--- config.mk ---
export PLATFORM = sky130hd
export DESIGN_NAME = div_restore_ctrl
export DESIGN_NICKNAME = d
export VERILOG_FILES = /design/src/rtl/div_restore_ctrl.sv
export SDC_FILE = /design/constraint.sdc
export NUM_CORES = 1
export LEC_CHECK = 0
export CORE_ASPECT_RATIO = 0.6
export CORE_MARGIN = 2
export CORE_UTILIZATION = 44
export CTS_BUF_LIST = sky130_fd_sc_hd__clkbuf_4 sky130_fd_sc_hd__clkbuf_8 sky130_fd_sc_hd__clkbuf_16
export DETAILED_ROUTE_END_ITERATION = 12
export PLACE_DENSITY = 0.77
export SKIP_CTS_REPAIR_TIMING = 1
export SLEW_MARGIN = 20
export SYNTH_ARGS = -nofsm -noshare
export SYNTH_HDL_FRONTEND = slang
export SYNTH_SLANG_ARGS = --single-unit
--- constraint.sdc ---
create_clock -name clk -period 3.6 [get_ports clk]
set_clock_uncertainty 0.05 [all_clocks]
set_input_delay 0.9 -clock clk [delete_from_list [all_inputs] [get_ports clk]]
set_output_delay 0.9 -clock clk [all_outputs]
set_load 0.01 [all_outputs]
--- src/rtl/div_restore_ctrl.sv ---
// Control and subtract/restore stage of an iterative restoring divider (closes the loop around the external left shifter).
// Optional DIV_ZERO_DETECT_EN: divisor==0 skips the loop and returns all-ones quotient, remainder=dividend.
module div_restore_ctrl #(
   parameter int unsigned WIDTH = 16
) (
   input  logic             clk,
   input  logic             rst,
   input  logic             start,
   input  logic [WIDTH-1:0] dividend,
   input  logic [WIDTH-1:0] divisor,
   input  logic [WIDTH:0]   shifted,
   output logic [WIDTH:0]   acc_out,
   output logic [WIDTH-1:0] quo_out,
   output logic             shift_req_n,
   output logic             busy,
   output logic             done,
   output logic [WIDTH-1:0] quotient,
   output logic [WIDTH-1:0] remainder,
   output logic             div_by_zero
);

   localparam int unsigned CW = $clog2(WIDTH + 1);

   typedef enum logic [1:0] {S_IDLE, S_SHIFT, S_SUB, S_DONE} state_t;

   state_t           state_q, state_d;
   logic [WIDTH:0]   a_q, a_d;
   logic [WIDTH-1:0] q_q, q_d;
   logic [WIDTH-1:0] d_q, d_d;
   logic [CW-1:0]    cnt_q, cnt_d;
   logic [WIDTH-1:0] quot_q, quot_d;
   logic [WIDTH-1:0] rem_q, rem_d;
   logic             busy_q, busy_d;
   logic             done_q, done_d;
   logic             dz_q, dz_d;
   logic [WIDTH:0]   diff;
   logic             zero_div;

`ifdef DIV_ZERO_DETECT_EN
   assign zero_div = (divisor == '0);
`else
   assign zero_div = 1'b0;
`endif

   always_comb begin
      state_d     = state_q;
      a_d         = a_q;
      q_d         = q_q;
      d_d         = d_q;
      cnt_d       = cnt_q;
      quot_d      = quot_q;
      rem_d       = rem_q;
      busy_d      = busy_q;
      done_d      = done_q;
      dz_d        = dz_q;
      shift_req_n = 1'b1;
      diff        = shifted - {1'b0, d_q};

      case (state_q)
         S_IDLE: begin
            if (start) begin
               if (zero_div) begin
                  quot_d  = '1;
                  rem_d   = dividend;
                  dz_d    = 1'b1;
                  done_d  = 1'b1;
                  state_d = S_DONE;
               end else begin
                  a_d     = '0;
                  q_d     = dividend;
                  d_d     = divisor;
                  cnt_d   = CW'(WIDTH);
                  busy_d  = 1'b1;
                  dz_d    = 1'b0;
                  state_d = S_SHIFT;
               end
            end
         end
         S_SHIFT: begin
            // Shifter captures {A,Q} on this edge; its word is consumed in SUB.
            shift_req_n = 1'b0;
            state_d     = S_SUB;
         end
         S_SUB: begin
            if (!diff[WIDTH]) begin
               a_d = diff;
               q_d = {q_q[WIDTH-2:0], 1'b1};
            end else begin
               a_d = shifted;
               q_d = {q_q[WIDTH-2:0], 1'b0};
            end
            cnt_d = cnt_q - CW'(1);
            if (cnt_q == CW'(1)) begin
               quot_d  = q_d;
               rem_d   = a_d[WIDTH-1:0];
               done_d  = 1'b1;
               busy_d  = 1'b0;
               state_d = S_DONE;
            end else begin
               state_d = S_SHIFT;
            end
         end
         S_DONE: begin
            done_d  = 1'b0;
            state_d = S_IDLE;
         end
         default: state_d = S_IDLE;
      endcase
   end

   always_ff @(posedge clk) begin
      if (rst) begin
         state_q <= S_IDLE;
         a_q     <= '0;
         q_q     <= '0;
         d_q     <= '0;
         cnt_q   <= '0;
         quot_q  <= '0;
         rem_q   <= '0;
         busy_q  <= 1'b0;
         done_q  <= 1'b0;
         dz_q    <= 1'b0;
      end else begin
         state_q <= state_d;
         a_q     <= a_d;
         q_q     <= q_d;
         d_q     <= d_d;
         cnt_q   <= cnt_d;
         quot_q  <= quot_d;
         rem_q   <= rem_d;
         busy_q  <= busy_d;
         done_q  <= done_d;
         dz_q    <= dz_d;
      end
   end

   assign acc_out     = a_q;
   assign quo_out     = q_q;
   assign busy        = busy_q;
   assign done        = done_q;
   assign quotient    = quot_q;
   assign remainder   = rem_q;
   assign div_by_zero = dz_q;

endmodule

Word-level counts from Yosys, hierarchy flattened
Cells that the tools add are included.

operators by class
  $add $sub $neg = 2
  multiply operators = 0
  divide/modulo/power cells = 0
  magnitude comparators = 0
  equal/unequal tests = 6
  shifts and indexed selects = 0
  mux-type cells = 17
  bitwise gates (word level) = 0
  reductions and logical operators = 8

operators with widths
  operator             number
  $mux 17              2
  $pmux 17 s2          1
  $pmux 16 s2          1
  $sub 17x16->17       1
  $mux 16              1
  $pmux 5 s2           1
  $pmux 2 s4           1
  $reduce_and 2->1     4
  $eq 5x1->1 const B   1
  $mux 1               5
  $mux 5               1
  $sub 5x1->5 const B  1
  $eq 2x2->1 const B   2
  $mux 2               2
  $ne 2x2->1 const B   2
  $pmux 1 s2           2
  $reduce_bool 2->1    2
  $reduce_and 3->1     1
  $eq 2x1->1 const B   1
  $logic_not 2->1      1

word-level totals
  register bits = 90
  latch bits = 0
  memory bits (writable) = 0
  ROM bits = 0
  bits of input ports = 52
  output and inout bits = 69
  logic and storage cells = 42
  memories kept = 0

Logic depth before layout (Yosys ltp)
Gate-level depths: netlist (run 1).

  depth in word-level cells = 3
  mapped depth = 16
  gate-level depth less buffers = 16

Least setup slack after synthesis (run 1)
OpenSTA, ideal clock, no wires.

  path kind = input -> register
  start = input shifted[0]
  end = register rem_q[11] (netlist: remainder[11])
  library setup time = 0.136 ns
  data arrival time = 3.599 ns
  data required time = 3.414 ns
  slack = -0.185 ns
  cell stages on the path = 15
  path buffers = 2
  path through = inv_1 > ha_1 > fa_1 > nand2b_1 > a21oi_1 > o41a_2 > a31oi_4 > o21ai_2 > nand3_1 > nand2_1 > ha_1 > clkbuf_1 > buf_4 > mux2i_1 > a211oi_2

on the way
  word-level cells in the longest chain between the ends = 2

RTL lines
  element               RTL line  RTL
  from (decl)           11        input logic [WIDTH:0] shifted,
  $sub 17x16->17        57        diff = shifted - {1'b0, d_q};
  $mux 17               85        if (!diff[WIDTH]) begin
  to (signal assigned)  130       rem_q <= rem_d;
  to (decl)             32        logic [WIDTH-1:0] rem_q, rem_d;

Every way passes these cells.
A chain may end at the register's enable or synchronous reset.

Worst setup path in the final report (run 1)
  start = input shifted[1]
  end = register rem_q[14] (netlist: remainder[14])

The elaborated chain is that of the path after synthesis.

==> results of run 1 <==
==> stage by stage <==
stage | instance area, um2 | cells
floorplan | 4490 | 586
global placement | 6010 | 845
detailed placement | 6010 | 845
CTS | 6320 | 861
global route | 6450 | 863
finish | 6450 | 863
==> Yosys cell counts, drive strengths merged, types with 3 or more instances <==
library cell    n  area share [%]
dfxtp          90              40
xnor2           8             1.6
and3            3            0.42
ha             19             5.3
nand2b         11             1.5
nand3           7            0.89
o21ai          49             5.6
a211oi         12             2.2
a21oi          84             9.4
xor2            4            0.78
nor3            4            0.45
inv            38             3.2
nor2           60             5.1
buf            11             1.3
a22oi           5            0.84
clkbuf         27             2.3
mux2i          11             2.5
nand2         105             8.8
a311oi          3            0.72
==> power by group through the flow <==
stage	Sequential [mW]	Clock, mW	Combinational (mW)
6_report	1.08	0.988	0.644
5_1_grt	1.09	1.05	0.695
3_3_place_gp	1.10	0	0.583
3_5_place_dp	1.10	0	0.599
4_1_cts	1.08	0.997	0.603
2_1_floorplan	1.10	0	0.331
==> worst reg2reg max path: cells and delay by family (launching register included) <==
kind                     cells  cell delay [ns]
AND/OR/NAND/NOR              3             0.24
multiplexers                 1             0.35
flip-flops                   1             0.33
AO/OA/AOI/OAI                6             1.18
adder cells (fa/ha/maj)      2             0.60
buffers and inverters        2             0.19
==> final cells by class <==
class	count	area share [%]
flip-flops and latches	90	27.9
repair buffers	164	23.9
inverters	40	2.33
clock inverters	6	1.11
multi-input cells	418	38.4
clock buffers	10	3.71
well taps	135	2.62
==> routing by layer <==
| metal | vias to the layer above | GRT usage [%] | part of all wire, % |
|---|---|---|---|
| met3 | 10 | 5.31 | 5.8 |
| met2 | 150 | 35.9 | 42 |
| met4 | 0 | 6.32 | 1.1 |
| met1 | 2153 | 35.4 | 51 |
| li1 | 2252 | - | - |
| met5 | - | 0 | 0 |
==> flip-flops by register name, indices dropped and copies added, names as in the netlist <==
| register | count |
|---|---|
| acc_out | 17 |
| d_q | 16 |
| quo_out | 16 |
| quotient | 16 |
| remainder | 16 |
| cnt_q | 5 |
| state_q | 2 |
| busy | 1 |
| done | 1 |
==> cells by family (layout without fill, tap and decap cells) <==
family                   count (synthesis)  count (layout)  synth area share (%)
AND/OR/NAND/NOR                        199             199                  18.5
flip-flops                              90              90                  40.1
buffers and inverters                   78             220                  6.86
other                                    1               1                0.0835
AO/OA/AOI/OAI                          173             173                  23.3
adder cells (fa/ha/maj)                 20              20                  5.74
XOR/XNOR                                12              12                  2.34
multiplexers                            13              13                  3.04
==> worst paths after layout <==
| check | start | to | slack [ns] |
|---|---|---|---|
| max reg2reg | d_q[3]$_SDFFE_PP0P_ | acc_out[8]$_SDFFE_PP0P_ | 0.53 |
| min reg2reg | acc_out[5]$_SDFFE_PP0P_ | acc_out[5]$_SDFFE_PP0P_ | 0.40 |
| max | shifted[1] | remainder[14]$_SDFFE_PP0P_ | 0.01 |
| min | acc_out[5]$_SDFFE_PP0P_ | acc_out[5]$_SDFFE_PP0P_ | 0.40 |
==> results.toml, run 1 <==
[status]
status = "complete, no violations"

[critical_path]
crit_buf_inv = 3
crit_fanout = 8
start_kind = "primary input"
cp_slowest_stage_delay_ns = 0.50
worst_path_max_delay_cell = "clkdlybuf4s50_1"
rr_worst_depth = 14
cp.required_ns = 3.75
crit_path_cell_trace = "clkdlybuf4s50_1, inv_1, fa_2, nand2b_4, a21oi_4, o41a_4, a31oi_4, o21ai_2, nand3_1, nand2_2, ha_4, buf_6, or3_4, o21ai_2, a311oi_1"
crit_arrival_ns = 3.74
cp-end-kind = "flip-flop"
critPathTopFamily = "simple AND/OR/NAND/NOR gates"
worstSetupPathType = "in -> reg"
worst-path-stages = 15
crit_top_cell = "o21ai_2"

[clock_tree]
worstSkewPairLatency_ns = 0.35
clk_pin_slew_ns = 0.07
cts_buffers = 9
cts.path.max_buffers = 2
tritoncts = "done"
h-tree-depth = 3
clock-sinks = 90
cts_root_buffer = "clkbuf_16"

[final_layout]
diodes = 0
syn_to_final_growth_pct = 43.6
final_nets = 795
final_common_cell = "clkdlybuf4s50_1"
layout_common_cells = "clkdlybuf4s50_1 (114), nand2_1 (104), dfxtp_1 (90)"
utilization_pct = 65.3
multi_input_area_um2 = 2470
fillerInstances = 839
drive_above_1_share_pct = 12.8
seq_area_um2 = 1800

[min_path]
whs_path_depth = 2
min_path_type = "reg -> reg"

[place]
place_ws_ns = -0.675
place.gp.congestion = 0.872
port_buffers = 119
dp_hpwl_um = 10000

[floorplanning]
die_h_um = 82.2
die_w_um = 134
rows = 28
core_area_um2 = 9880
dieArea_um2 = 11100
start_util_pct = 45.4
ios = 121

[detailed_routing]
route.detailed.drc = 0
drt_iter0_markers = 340
wl_um = 13500
vias = 4565
ant_nets = 0
routedWlPerCell_um = 15.7
vias_per_cell = 5.29
first_pass_iters = 5

[power_and_ir_drop]
internal_power_mw = 1.92
leakagePower_nw = 2.45
power.density_nw_per_um2 = 421
vdd_drop_max_uv = 244
clkPwrFrac_pct = 36.4
p_total_mw = 2.71
power.share.combinational_pct = 23.7
switchingPower_mw = 0.792
seq_power_share_pct = 39.8
switching_share_pct = 29.2

[synth]
synth_seq_cells = 90
synth_nets = 658
ys.flop_type = "dfxtp_1"
syn_area_um2 = 4490
ys_seq_area_share_pct = 40.1
synth-async-reset-ratio_pct = 0
ys_warn_count = 0
synth_cell_types = 56
avgSynthCellArea_um2 = 7.66
synth-edff-count = 0
syn_inst = 586

[timing]
max_slew.worst_pin.slew_ns = 0.962
hold_ws_ns = 0.403
report.final.hold_viol_count = 0
maxSlewViolCount = 0
slew_headroom_pct = 35.7
timing.final.crit_share_pct = 99.6
max_freq_ghz = 0.279
setup_slack_ns = 0.0126
finalSetupViolCount = 0
tns_ns = 0
fin_crit_ns = 3.59

[flow_run]
drv_cap = 0

[global_route]
grt_max_degree = 46
antenna_found_initial = 0
grtUsageTotal_pct = 24.2
grt_pass1_wl_um = 20800
first_global_vias = 4039
grt_overflow_total = 0
Power figures use the tool's default switching activity.
==> run 2, diff against run 1 <==
Settings changed: CORE_UTILIZATION 44 to 55, DONT_BUFFER_PORTS set to 1, GPL_ROUTABILITY_DRIVEN set to 0.
==> results.toml, run 2 (synthesis gave the netlist of run 1 again) <==
[clock_tree]
cts_root_buffer = "clkbuf_16"
cts_buffers = 9
clk_pin_slew_ns = 0.06
clock-sinks = 90
cts.path.max_buffers = 2
tritoncts = "done"
worstSkewPairLatency_ns = 0.33
h-tree-depth = 3

[detailed_routing]
routed.top_layer = "met4"
wl_met1_um = 5550
vias_per_cell = 5.81
routedWlPerCell_um = 17.1
ant_nets = 0
vias = 4017
first_pass_iters = 5
met2_length_um = 4840
drt_iter0_markers = 302
wl_met3_um = 1240
wl_um = 11800
route.detailed.drc = 0

[critical_path]
start_kind = "primary input"
crit_top_cell = "ha_1"
crit_buf_inv = 2
startpoint = "shifted[0]"
crit_path_cell_trace = "inv_1, ha_1, fa_1, nand2b_1, a21oi_2, o41a_2, a31oi_4, o21ai_2, nand3_1, nand2_1, ha_1, buf_12, or3_1, o21ai_0, a311oi_1"
reg2reg_from = "d_q[0]$_SDFFE_PP0P_"
worst_path_max_delay_cell = "o41a_2"
worst-path-stages = 15
critPathTopFamily = "compound AO/OA/AOI/OAI gates"
cp-end-kind = "flip-flop"
crit_end = "remainder[14]$_SDFFE_PP0P_"
crit_fanout = 12
ff2ff_setup_slack_ns = 0.44
cp_slowest_stage_delay_ns = 0.49
crit_arrival_ns = 3.58
cp.required_ns = 3.73
r2r-end = "remainder[14]$_SDFFE_PP0P_"
rr_worst_depth = 14
worstSetupPathType = "in -> reg"

[place]
dp_hpwl_um = 8550
dpl_cell_area_um2 = 4630
port_buffers = 0

[power_and_ir_drop]
p_total_mw = 2.60
vdd_drop_max_uv = 280
power.density_nw_per_um2 = 522
leakagePower_nw = 1.88

[global_route]
antenna_found_initial = 0
grtUsageTotal_pct = 26.4
grt_max_degree = 83
grt_pass1_wl_um = 18400
grt_overflow_total = 0
first_global_vias = 3560

[final_layout]
utilization_pct = 63.2
diodes = 0
drive_above_1_share_pct = 9.43
final_nets = 651
largest_reg_flops = 17
final_common_cell = "nand2_1"
fin_area_um2 = 4980
syn_to_final_growth_pct = 10.9
layout_common_cells = "nand2_1 (105), dfxtp_1 (90), a21oi_1 (83)"

[timing]
finalSetupViolCount = 0
report.final.hold_viol_count = 0
tns_ns = 0
maxSlewViolCount = 0
max_slew.worst_pin.slew_ns = 0.880
fin_crit_ns = 3.45
slew_headroom_pct = 41.2
timing.final.crit_share_pct = 95.7
rsz0062_at_grt = "false"
max_freq_ghz = 0.290

[status]
status = "complete, no violations"

[floorplanning]
die_h_um = 74.0
dieArea_um2 = 8920
start_util_pct = 57.0
rows = 25
die_w_um = 121
core_area_um2 = 7880
ios = 121

[flow_run]
drv_cap = 0

[min_path]
min_path_type = "reg -> reg"
whs_path_depth = 2
[run 2: routing by layer]
layer | track usage, % | vias up
li1 | - | 1964
met5 | 0 | -
met1 | 38.0 | 1859
met3 | 9.43 | 17
met2 | 37.1 | 177
met4 | 8.14 | 0
[run 2: worst register-to-register path: cells and delay by family (launching register included)]
family	cells	cell delay, ns
DFF	1	0.34
buffers and inverters	1	0.18
and+or+nand+nor	4	0.67
adders and majority gates	3	0.74
AOI/OAI and AO/OA	6	1.03
[run 2: worst min path at each step]
stage | from | endpoint | slack (ns)
finish | d_q[6]$_SDFFE_PP0P_ | d_q[6]$_SDFFE_PP0P_ | 0.40
global placement | d_q[6]$_SDFFE_PP0P_ | d_q[6]$_SDFFE_PP0P_ | 0.39
global route | d_q[7]$_SDFFE_PP0P_ | d_q[7]$_SDFFE_PP0P_ | 0.42
CTS | d_q[3]$_SDFFE_PP0P_ | d_q[3]$_SDFFE_PP0P_ | 0.40
detailed placement | d_q[3]$_SDFFE_PP0P_ | d_q[3]$_SDFFE_PP0P_ | 0.39
floorplan | d_q[10]$_SDFFE_PP0P_ | d_q[10]$_SDFFE_PP0P_ | 0.39
[run 2: report_power, final]
part	total [mW]	switching (mW)	internal, mW
registers	1.09	0.0555	1.04
clock network	1.07	0.380	0.692
logic	0.432	0.247	0.186
total	2.60	0.683	1.92
[run 2: cell type report]
class                   count  area [um2]
clock buffers              10         239
clock inverters             5         103
fillers                   730        2900
inverters                  40         150
multi-input cells         418        2390
flip-flops and latches     90        1800
well taps                 108         135
repair buffers             20         163
[run 2: stage by stage]
step	hold slack, ns	setup WS, ns	std cells
6_report	0.403	0.154	691
5_1_grt	0.425	0.00291	691
3_3_place_gp	0.387	-0.0448	676
3_5_place_dp	0.390	-0.242	676
2_1_floorplan	0.386	0.0145	586
4_1_cts	0.399	0.0977	691
==> run 3, diff against run 2 <==
Settings changed: CAP_MARGIN set to 20, PLACE_DENSITY 0.77 to 0.74.
Clock period 3.6 ns to 4.1 ns, I/O delays scaled along.
==> results.toml, run 3 (synthesis gave the netlist of run 1 again) <==
[power_and_ir_drop]
p_total_mw = 2.18
switchingPower_mw = 0.577
vdd_drop_max_uv = 262
clkPwrFrac_pct = 39.6
seq_power_share_pct = 44.1
leakagePower_nw = 1.81
internal_power_mw = 1.61
switching_share_pct = 26.4
power.share.combinational_pct = 16.3
power.density_nw_per_um2 = 450

[place]
dpl.cell_count = 664
port_buffers = 0
dp_hpwl_um = 8460

[global_route]
met2_usage_pct = 35.0
first_global_vias = 3401
grt_max_degree = 83
grt_overflow_total = 0
grtUsageTotal_pct = 25.9
top_usage_layer = "met1"
antenna_found_initial = 0
grt_pass1_wl_um = 17800
use_met1_pct = 37.9
use_met3_pct = 11.3

[clock_tree]
cts.path.max_buffers = 2
clock-sinks = 90
worstSkewPairLatency_ns = 0.33
clk_pin_slew_ns = 0.06
cts_buffers = 9
tritoncts = "done"
h-tree-depth = 3
cts_root_buffer = "clkbuf_16"

[timing]
fin_crit_ns = 3.88
max_freq_ghz = 0.258
max_slew.worst_pin.slew_ns = 0.860
report.final.hold_viol_count = 0
finalSetupViolCount = 0
slew_headroom_pct = 42.6
maxSlewViolCount = 0
rsz0062_at_grt = "false"
tns_ns = 0
hold_ws_ns = 0.402
timing.final.crit_share_pct = 94.6

[critical_path]
critPathTopFamily = "compound AO/OA/AOI/OAI gates"
crit_arrival_ns = 4.07
start_kind = "primary input"
cp-end-kind = "flip-flop"
cp_slowest_stage_delay_ns = 0.50
ff2ff_setup_slack_ns = 0.70
crit_buf_inv = 3
worst_path_max_delay_cell = "o41a_2"
crit_path_cell_trace = "inv_1, ha_1, fa_1, nand2b_1, a21oi_1, o41a_2, a31oi_4, o21ai_2, nand3_1, nand2_1, ha_1, clkinv_1, buf_4, nor2_1, a21oi_1, a211oi_1"
crit_fanout = 6
worstSetupPathType = "in -> reg"
cp.required_ns = 4.29

[detailed_routing]
ant_nets = 0
routedWlPerCell_um = 17.3
wl_um = 11700
first_pass_iters = 5
drt_iter0_markers = 391
route.detailed.drc = 0
vias = 3885
vias_per_cell = 5.73

[final_layout]
syn_to_final_growth_pct = 8.14
layout_common_cells = "nand2_1 (105), dfxtp_1 (90), a21oi_1 (84)"
largest_reg_flops = 17
diodes = 0
final_nets = 639
utilization_pct = 61.6
drive_above_1_share_pct = 7.02
final_common_cell = "nand2_1"
instances_no_fill = 678

[flow_run]
drv_cap = 0

[floorplanning]
ios = 121
die_w_um = 121
rows = 25
core_area_um2 = 7880
dieArea_um2 = 8920
start_util_pct = 57.0
die_h_um = 74.0

[status]
status = "complete, no violations"

[min_path]
min_path_type = "reg -> reg"
## run 3: cell types whose count changed in the layout (fill, tap and decap cells not counted)
cell / change
a21oi_1: +1
a21oi_2: -1
buf_4: -12
bufinv_16: -1
clkbuf_4: +1
clkinv_1: +1
clkinvlp_4: -1
inv_2: -1
mux2i_1: +1
mux2i_2: -1
nor2_1: -1
nor2_2: +1
## run 3: final timing paths
| kind | from | to | cells past startpoint |
|---|---|---|---|
| worst max-delay path | shifted[0] | remainder[9]$_SDFFE_PP0P_ | 16 |
| worst min register to register | d_q[5]$_SDFFE_PP0P_ | d_q[5]$_SDFFE_PP0P_ | 2 |
| worst min-delay path | d_q[5]$_SDFFE_PP0P_ | d_q[5]$_SDFFE_PP0P_ | 2 |
| worst max register to register | d_q[4]$_SDFFE_PP0P_ | remainder[9]$_SDFFE_PP0P_ | 15 |
## run 3: worst reg2reg max path, stage by stage, from the launching register on
cell	delay, ns
dfxtp_1	0.33
inv_1	0.05
ha_1	0.38
o211ai_1	0.14
a21oi_1	0.10
o41a_2	0.50
a31oi_4	0.23
o21ai_2	0.09
nand3_1	0.09
nand2_1	0.05
ha_1	0.42
clkinv_1	0.23
buf_4	0.22
nor2_1	0.10
a21oi_1	0.06
a211oi_1	0.26
## run 3: layout make-up
class | count | area [um2]
fillers | 736 | 3030
multi-input cells | 418 | 2380
flip-flops and latches | 90 | 1800
clock buffers | 11 | 246
inverters | 40 | 150
well taps | 108 | 135
repair buffers | 8 | 72.6
clock inverters | 3 | 65.1
## run 3: power groups by stage
stage | clock (mW) | sequential [mW] | combinational [mW]
3_3_place_gp | 0 | 0.980 | 0.337
5_1_grt | 0.912 | 0.968 | 0.396
3_5_place_dp | 0 | 0.982 | 0.349
4_1_cts | 0.874 | 0.962 | 0.352
2_1_floorplan | 0 | 0.966 | 0.289
6_report | 0.865 | 0.963 | 0.356
## run 3: through the flow
stage,setup WS [ns],area [um2]
after floorplan,0.190,4490
after global placement,0.204,4540
after detailed placement,0.0257,4540
after CTS,0.254,4850
after global routing,0.0777,4850
final,0.220,4850
## run 3: metal layers
layer	vias up	wire length [um]
li1	1939	-
met1	1791	5550
met2	141	4770
met3	14	1250
met4	0	133
met5	-	0
